`config.mk`:
```
export PLATFORM = sky130hd
export DESIGN_NAME = seq_restoring_divider
export DESIGN_NICKNAME = d
export VERILOG_FILES = /design/src/rtl/seq_restoring_divider_pkg.sv /design/src/rtl/seq_restoring_divider_csa_sub.sv /design/src/rtl/seq_restoring_divider.sv
export SDC_FILE = /design/constraint.sdc
export NUM_CORES = 1
export LEC_CHECK = 0
export BUFFER_PORTS_ARGS = -buffer_cell sky130_fd_sc_hd__buf_2
export CORE_MARGIN = 2
export CORE_UTILIZATION = 40
export DETAILED_ROUTE_END_ITERATION = 10
export PLACE_DENSITY_LB_ADDON = 0.1
export SYNTH_ARGS = -nofsm -noshare
export SYNTH_HDL_FRONTEND = slang
export SYNTH_SLANG_ARGS = --single-unit
```
`constraint.sdc`:
```
create_clock -name CLK -period 4 [get_ports CLK]
set_input_delay 0.2 -clock CLK [delete_from_list [all_inputs] [get_ports CLK]]
set_output_delay 0.2 -clock CLK [all_outputs]
set_load 0.1 [all_outputs]
```
`src/rtl/seq_restoring_divider_pkg.sv`:
```
// Shared definitions for the sequential restoring divider: FSM encoding and
// the carry-select slice geometry used by the trial subtractor.
package seq_restoring_divider_pkg;

   typedef enum logic [1:0] {
      S_IDLE = 2'd0,
      S_RUN  = 2'd1,
      S_DONE = 2'd2
   } div_state_e;

   localparam int SLICE_W = 4;

   // Operand width must split evenly into carry-select slices.
   function automatic bit width_ok(input int w);
      return (w > 0) && ((w % SLICE_W) == 0);
   endfunction

endpackage

```
`src/rtl/seq_restoring_divider_csa_sub.sv`:
```
// WIDTH-bit subtractor A - B = A + ~B + 1 built from 4-bit carry-select slices.
// carry_o = 1 means no borrow (A >= B).
module csa_sub_nbit
   import seq_restoring_divider_pkg::*;
#(
   parameter int WIDTH = 8
) (
   input  logic [WIDTH-1:0] a_i,
   input  logic [WIDTH-1:0] b_i,
   output logic [WIDTH-1:0] d_o,
   output logic             carry_o
);

   localparam int NSL = WIDTH / SLICE_W;

   logic [WIDTH-1:0] nb;
   logic [NSL:0]     c;

   assign nb   = ~b_i;
   assign c[0] = 1'b1;

   generate
      if (!width_ok(WIDTH)) begin : g_bad_width
         $error("csa_sub_nbit: WIDTH must be a positive multiple of 4");
      end

      // Each slice precomputes both carry-in cases; the incoming carry only selects.
      for (genvar s = 0; s < NSL; s++) begin : g_slice
         logic [SLICE_W:0] sum0;
         logic [SLICE_W:0] sum1;

         assign sum0 = {1'b0, a_i[s*SLICE_W +: SLICE_W]} + {1'b0, nb[s*SLICE_W +: SLICE_W]};
         assign sum1 = {1'b0, a_i[s*SLICE_W +: SLICE_W]} + {1'b0, nb[s*SLICE_W +: SLICE_W]}
                       + {{SLICE_W{1'b0}}, 1'b1};

         assign d_o[s*SLICE_W +: SLICE_W] = c[s] ? sum1[SLICE_W-1:0] : sum0[SLICE_W-1:0];
         assign c[s+1]                    = c[s] ? sum1[SLICE_W]     : sum0[SLICE_W];
      end
   endgenerate

   assign carry_o = c[NSL];

endmodule

```
`src/rtl/seq_restoring_divider.sv`:
```
// Unsigned sequential restoring divider, one quotient bit per clock.
// START is taken in IDLE or DONE; DONE pulses when Q/R/DIV_BY_ZERO are valid.
module seq_restoring_divider
   import seq_restoring_divider_pkg::*;
#(
   parameter int WIDTH = 8
) (
   input  logic             CLK,
   input  logic             RSTn,
   input  logic             START,
   input  logic [WIDTH-1:0] DIVIDEND,
   input  logic [WIDTH-1:0] DIVISOR,
   output logic             BUSY,
   output logic             DONE,
   output logic [WIDTH-1:0] Q,
   output logic [WIDTH-1:0] R,
   output logic             DIV_BY_ZERO,
   output div_state_e       STATE_DBG
);

   localparam int CW = (WIDTH > 1) ? $clog2(WIDTH) : 1;

   div_state_e       state_q, state_d;
   logic [CW-1:0]    cnt_q, cnt_d;
   logic [WIDTH-1:0] rem_q, rem_d;
   logic [WIDTH-1:0] dvd_q, dvd_d;
   logic [WIDTH-1:0] dvs_q, dvs_d;
   logic [WIDTH-1:0] quo_q, quo_d;
   logic [WIDTH-1:0] res_q, res_d;
   logic             dbz_q, dbz_d;

   logic [WIDTH:0]   p;
   logic [WIDTH-1:0] diff;
   logic             carry;
   logic             ok;
   logic [WIDTH-1:0] rem_step;
   logic [WIDTH-1:0] dvd_step;

   // Shift the next dividend bit into the partial remainder and try the subtract.
   assign p = {rem_q, dvd_q[WIDTH-1]};

   csa_sub_nbit #(.WIDTH(WIDTH)) u_sub (
      .a_i     (p[WIDTH-1:0]),
      .b_i     (dvs_q),
      .d_o     (diff),
      .carry_o (carry)
   );

   assign ok       = p[WIDTH] | carry;
   assign rem_step = ok ? diff : p[WIDTH-1:0];
   assign dvd_step = {dvd_q[WIDTH-2:0], ok};

   always_comb begin
      state_d = state_q;
      cnt_d   = cnt_q;
      rem_d   = rem_q;
      dvd_d   = dvd_q;
      dvs_d   = dvs_q;
      quo_d   = quo_q;
      res_d   = res_q;
      dbz_d   = dbz_q;
      unique case (state_q)
         S_IDLE, S_DONE: begin
            if (START) begin
               if (DIVISOR != '0) begin
                  state_d = S_RUN;
                  dvd_d   = DIVIDEND;
                  dvs_d   = DIVISOR;
                  rem_d   = '0;
                  cnt_d   = '0;
               end else begin
                  state_d = S_DONE;
                  quo_d   = '1;
                  res_d   = DIVIDEND;
                  dbz_d   = 1'b1;
               end
            end else begin
               state_d = S_IDLE;
            end
         end
         S_RUN: begin
            rem_d = rem_step;
            dvd_d = dvd_step;
            cnt_d = cnt_q + CW'(1);
            if (cnt_q == CW'(WIDTH - 1)) begin
               state_d = S_DONE;
               quo_d   = dvd_step;
               res_d   = rem_step;
               dbz_d   = 1'b0;
            end
         end
         default: state_d = S_IDLE;
      endcase
   end

   always_ff @(posedge CLK or negedge RSTn) begin
      if (!RSTn) begin
         state_q <= S_IDLE;
         cnt_q   <= '0;
         rem_q   <= '0;
         dvd_q   <= '0;
         dvs_q   <= '0;
         quo_q   <= '0;
         res_q   <= '0;
         dbz_q   <= 1'b0;
      end else begin
         state_q <= state_d;
         cnt_q   <= cnt_d;
         rem_q   <= rem_d;
         dvd_q   <= dvd_d;
         dvs_q   <= dvs_d;
         quo_q   <= quo_d;
         res_q   <= res_d;
         dbz_q   <= dbz_d;
      end
   end

   assign BUSY        = (state_q == S_RUN);
   assign DONE        = (state_q == S_DONE);
   assign Q           = quo_q;
   assign R           = res_q;
   assign DIV_BY_ZERO = dbz_q;
   assign STATE_DBG   = state_q;

endmodule

```
==> impl_metrics.json <==
{
  "run_status": "completed",
  "placedCellCount": 370,
  "synth_edf_count": 0,
  "grt.total_usage_pct": 19.61,
  "synth_seq_cells": 46,
  "first_iter_violations": 122,
  "r2r_cells": 11,
  "multi_input_area_sq_um": 1151,
  "tritoncts": "built",
  "syn-cell-area_sq_um": 2409,
  "synth_compound_area_share_pct": 17.14,
  "path_clk_slew_ns": 0.10,
  "yosysWarnings": 0,
  "synth_xor_area_share_pct": 1.818,
  "n_antenna_cell": 0,
  "finalHoldViolations": 0,
  "synth_flop_cell": "dfrtp_1",
  "ant_nets": 0,
  "initial_core_util_pct": 40.92,
  "synth_cell_types": 41,
  "post_cts_buffers": 0,
  "cp-start-kind": "flop",
  "drt_pass1_iterations": 4,
  "synth-simple-area-share_pct": 19.06,
  "io_pins": 40,
  "fin_skew_ns": 0.01219,
  "slew_headroom_pct": 29.50,
  "setup_violations": 0,
  "synth_top_family_by_area": "simple AND/OR/NAND/NOR gates",
  "yosysTopAreaCell": "dfrtp_1",
  "wire_per_inst_um": 15.39,
  "cts-root-buf": "clkbuf_8",
  "globalplace.congestion": 0.8302,
  "synthMuxAreaShare_pct": 2.390,
  "htree_levels": 2,
  "layout_common_cells": "nand2_1, dfrtp_1, buf_2",
  "syn_inst": 265,
  "seqCellArea_sq_um": 1151,
  "fin_cells": 378,
  "period_needed_ns": 3.156,
  "r2r_slack_ns": 0.84,
  "postCtsResizedCells": 0,
  "final_common_cell": "nand2_1",
  "nNetsFinal": 334,
  "clk_latency_ns": 0.31,
  "dieArea_sq_um": 6658,
  "antenna_found_initial": 0,
  "rsz0062_at_grt": "no",
  "synthAdderAreaFrac_pct": 7.377,
  "clk_path_buf_depth": 2,
  "grt_pass1_vias": 1974,
  "dieWidth_um": 81.60,
  "ys_seq_area_share_pct": 47.79,
  "die_h_um": 81.60,
  "avgSynthCellArea_sq_um": 9.089,
  "vias": 1985,
  "cts-buffers-inserted": 5,
  "syn_nets": 297,
  "drt_drc_violations_left": 0,
  "hold_path.class": "input port to asynchronous set/reset pin",
  "drive_above_1_share_pct": 17.82,
  "synth.area.top_cells": "dfrtp_1, nand2_1, ha_1",
  "area_delta_synth_final_pct": 15.53,
  "worstMarginPinSlew_ns": 1.057,
  "cp_max_fo": 4,
  "crit_type": "flop to flop",
  "timing.fmax_ghz": 0.3169,
  "tns_ns": 0,
  "grt_max_degree": 47,
  "maxSlewViolCount": 0,
  "portBuffers": 39,
  "netlist.area_leader.share_pct": 47.79,
  "async_flop_share_pct": 100.0,
  "rows": 28,
  "dp_hpwl_um": 4291,
  "worstPathArrival_ns": 3.36,
  "crit_required_ns": 4.20,
  "period_share_pct": 78.89,
  "end_kind": "flop",
  "wl_um": 5817,
  "grt_pass1_wl_um": 9867,
  "grt_overflow_total": 0,
  "core_sq_um": 5886,
  "via_per_inst": 5.251,
  "num-fill-cells": 605,
  "cts.sinks": 46,
  "maxCapViolCount": 0,
  "ctsHoldBuffers": 0
}
-- worst max-delay path, stage by stage (launching register included) --
cell,delay (ns)
dfrtp_1,0.41
ha_1,0.21
inv_1,0.07
fa_1,0.44
inv_1,0.08
ha_1,0.15
inv_1,0.04
a2111o_1,0.32
nor3_2,0.20
mux2i_1,0.44
mux2_4,0.35
a221o_1,0.35
-- path summary, 6_finish.rpt --
kind                              from           to
max                           rem_q[3]         R[3]
min                               RSTn         Q[0]
max reg2reg                   rem_q[3]         R[3]
min reg2reg                DIV_BY_ZERO  DIV_BY_ZERO
max in group asynchronous         RSTn     cnt_q[0]
min in group CLK            DIVISOR[0]     dvs_q[0]
-- synthesized netlist by cell type, drive strengths merged (2+ instances only) --
| cell type | number |
|---|---|
| a211o | 3 |
| a21oi | 13 |
| a221o | 2 |
| a31oi | 8 |
| and2 | 2 |
| and3 | 5 |
| clkbuf | 10 |
| dfrtp | 46 |
| fa | 2 |
| ha | 11 |
| inv | 17 |
| mux2 | 3 |
| mux2i | 2 |
| nand2 | 52 |
| nand2b | 2 |
| nand3 | 4 |
| nor2 | 27 |
| nor2b | 3 |
| nor3 | 7 |
| nor4 | 2 |
| o21ai | 19 |
| o22a | 4 |
| o32a | 4 |
| xnor2 | 3 |
| xor2 | 2 |
-- cell type report --
| type | count | share of cell area, % |
|---|---|---|
| sequential | 46 | 41.37 |
| multi-input combinational | 191 | 41.37 |
| timing repair buffer | 41 | 7.554 |
| tap | 75 | 3.372 |
| clock buffer | 5 | 2.473 |
| inverter | 17 | 2.293 |
| clock inverter | 3 | 1.574 |
-- stage by stage --
step | instance area [sq um] | setup slack, ns | utilization, % | hold WS [ns]
after global routing | 2783 | 0.6126 | 47.28 | 0.1123
after detailed placement | 2670 | 0.8480 | 45.37 | 0.4234
after CTS | 2783 | 0.8296 | 47.28 | 0.1030
final | 2783 | 0.8442 | 47.28 | 0.07699
after floorplan | 2409 | 0.9033 | - | -0.09559
after global placement | 2670 | 0.9961 | 45.37 | 0.4204
-- registers in the layout, summed over array words and instances (netlist names) --
name and cells:
rem_q 8, cnt_q 3, DIV_BY_ZERO 1, dvs_q 8, dvd_q 8, STATE_DBG 2, R 8, Q 8
-- metal layers --
layer	vias to the layer above	track usage, %	share of wire (%)
met5	-	0	0
met4	0	6.333	1.8
met3	9	4.286	4.0
met2	38	30.08	44
met1	952	27.66	50
li1	986	-	-
-- kinds of logic after synthesis --
| group | count (synthesis) |
|---|---|
| simple gates | 106 |
| mux | 5 |
| buf+inv | 28 |
| flops | 46 |
| xor+xnor | 5 |
| compound gates | 62 |
| fa+ha+maj | 13 |
Power is left out: the tool's default activity adds up to more than one toggle a clock period on the data nets, which glitch-free logic cannot reach.
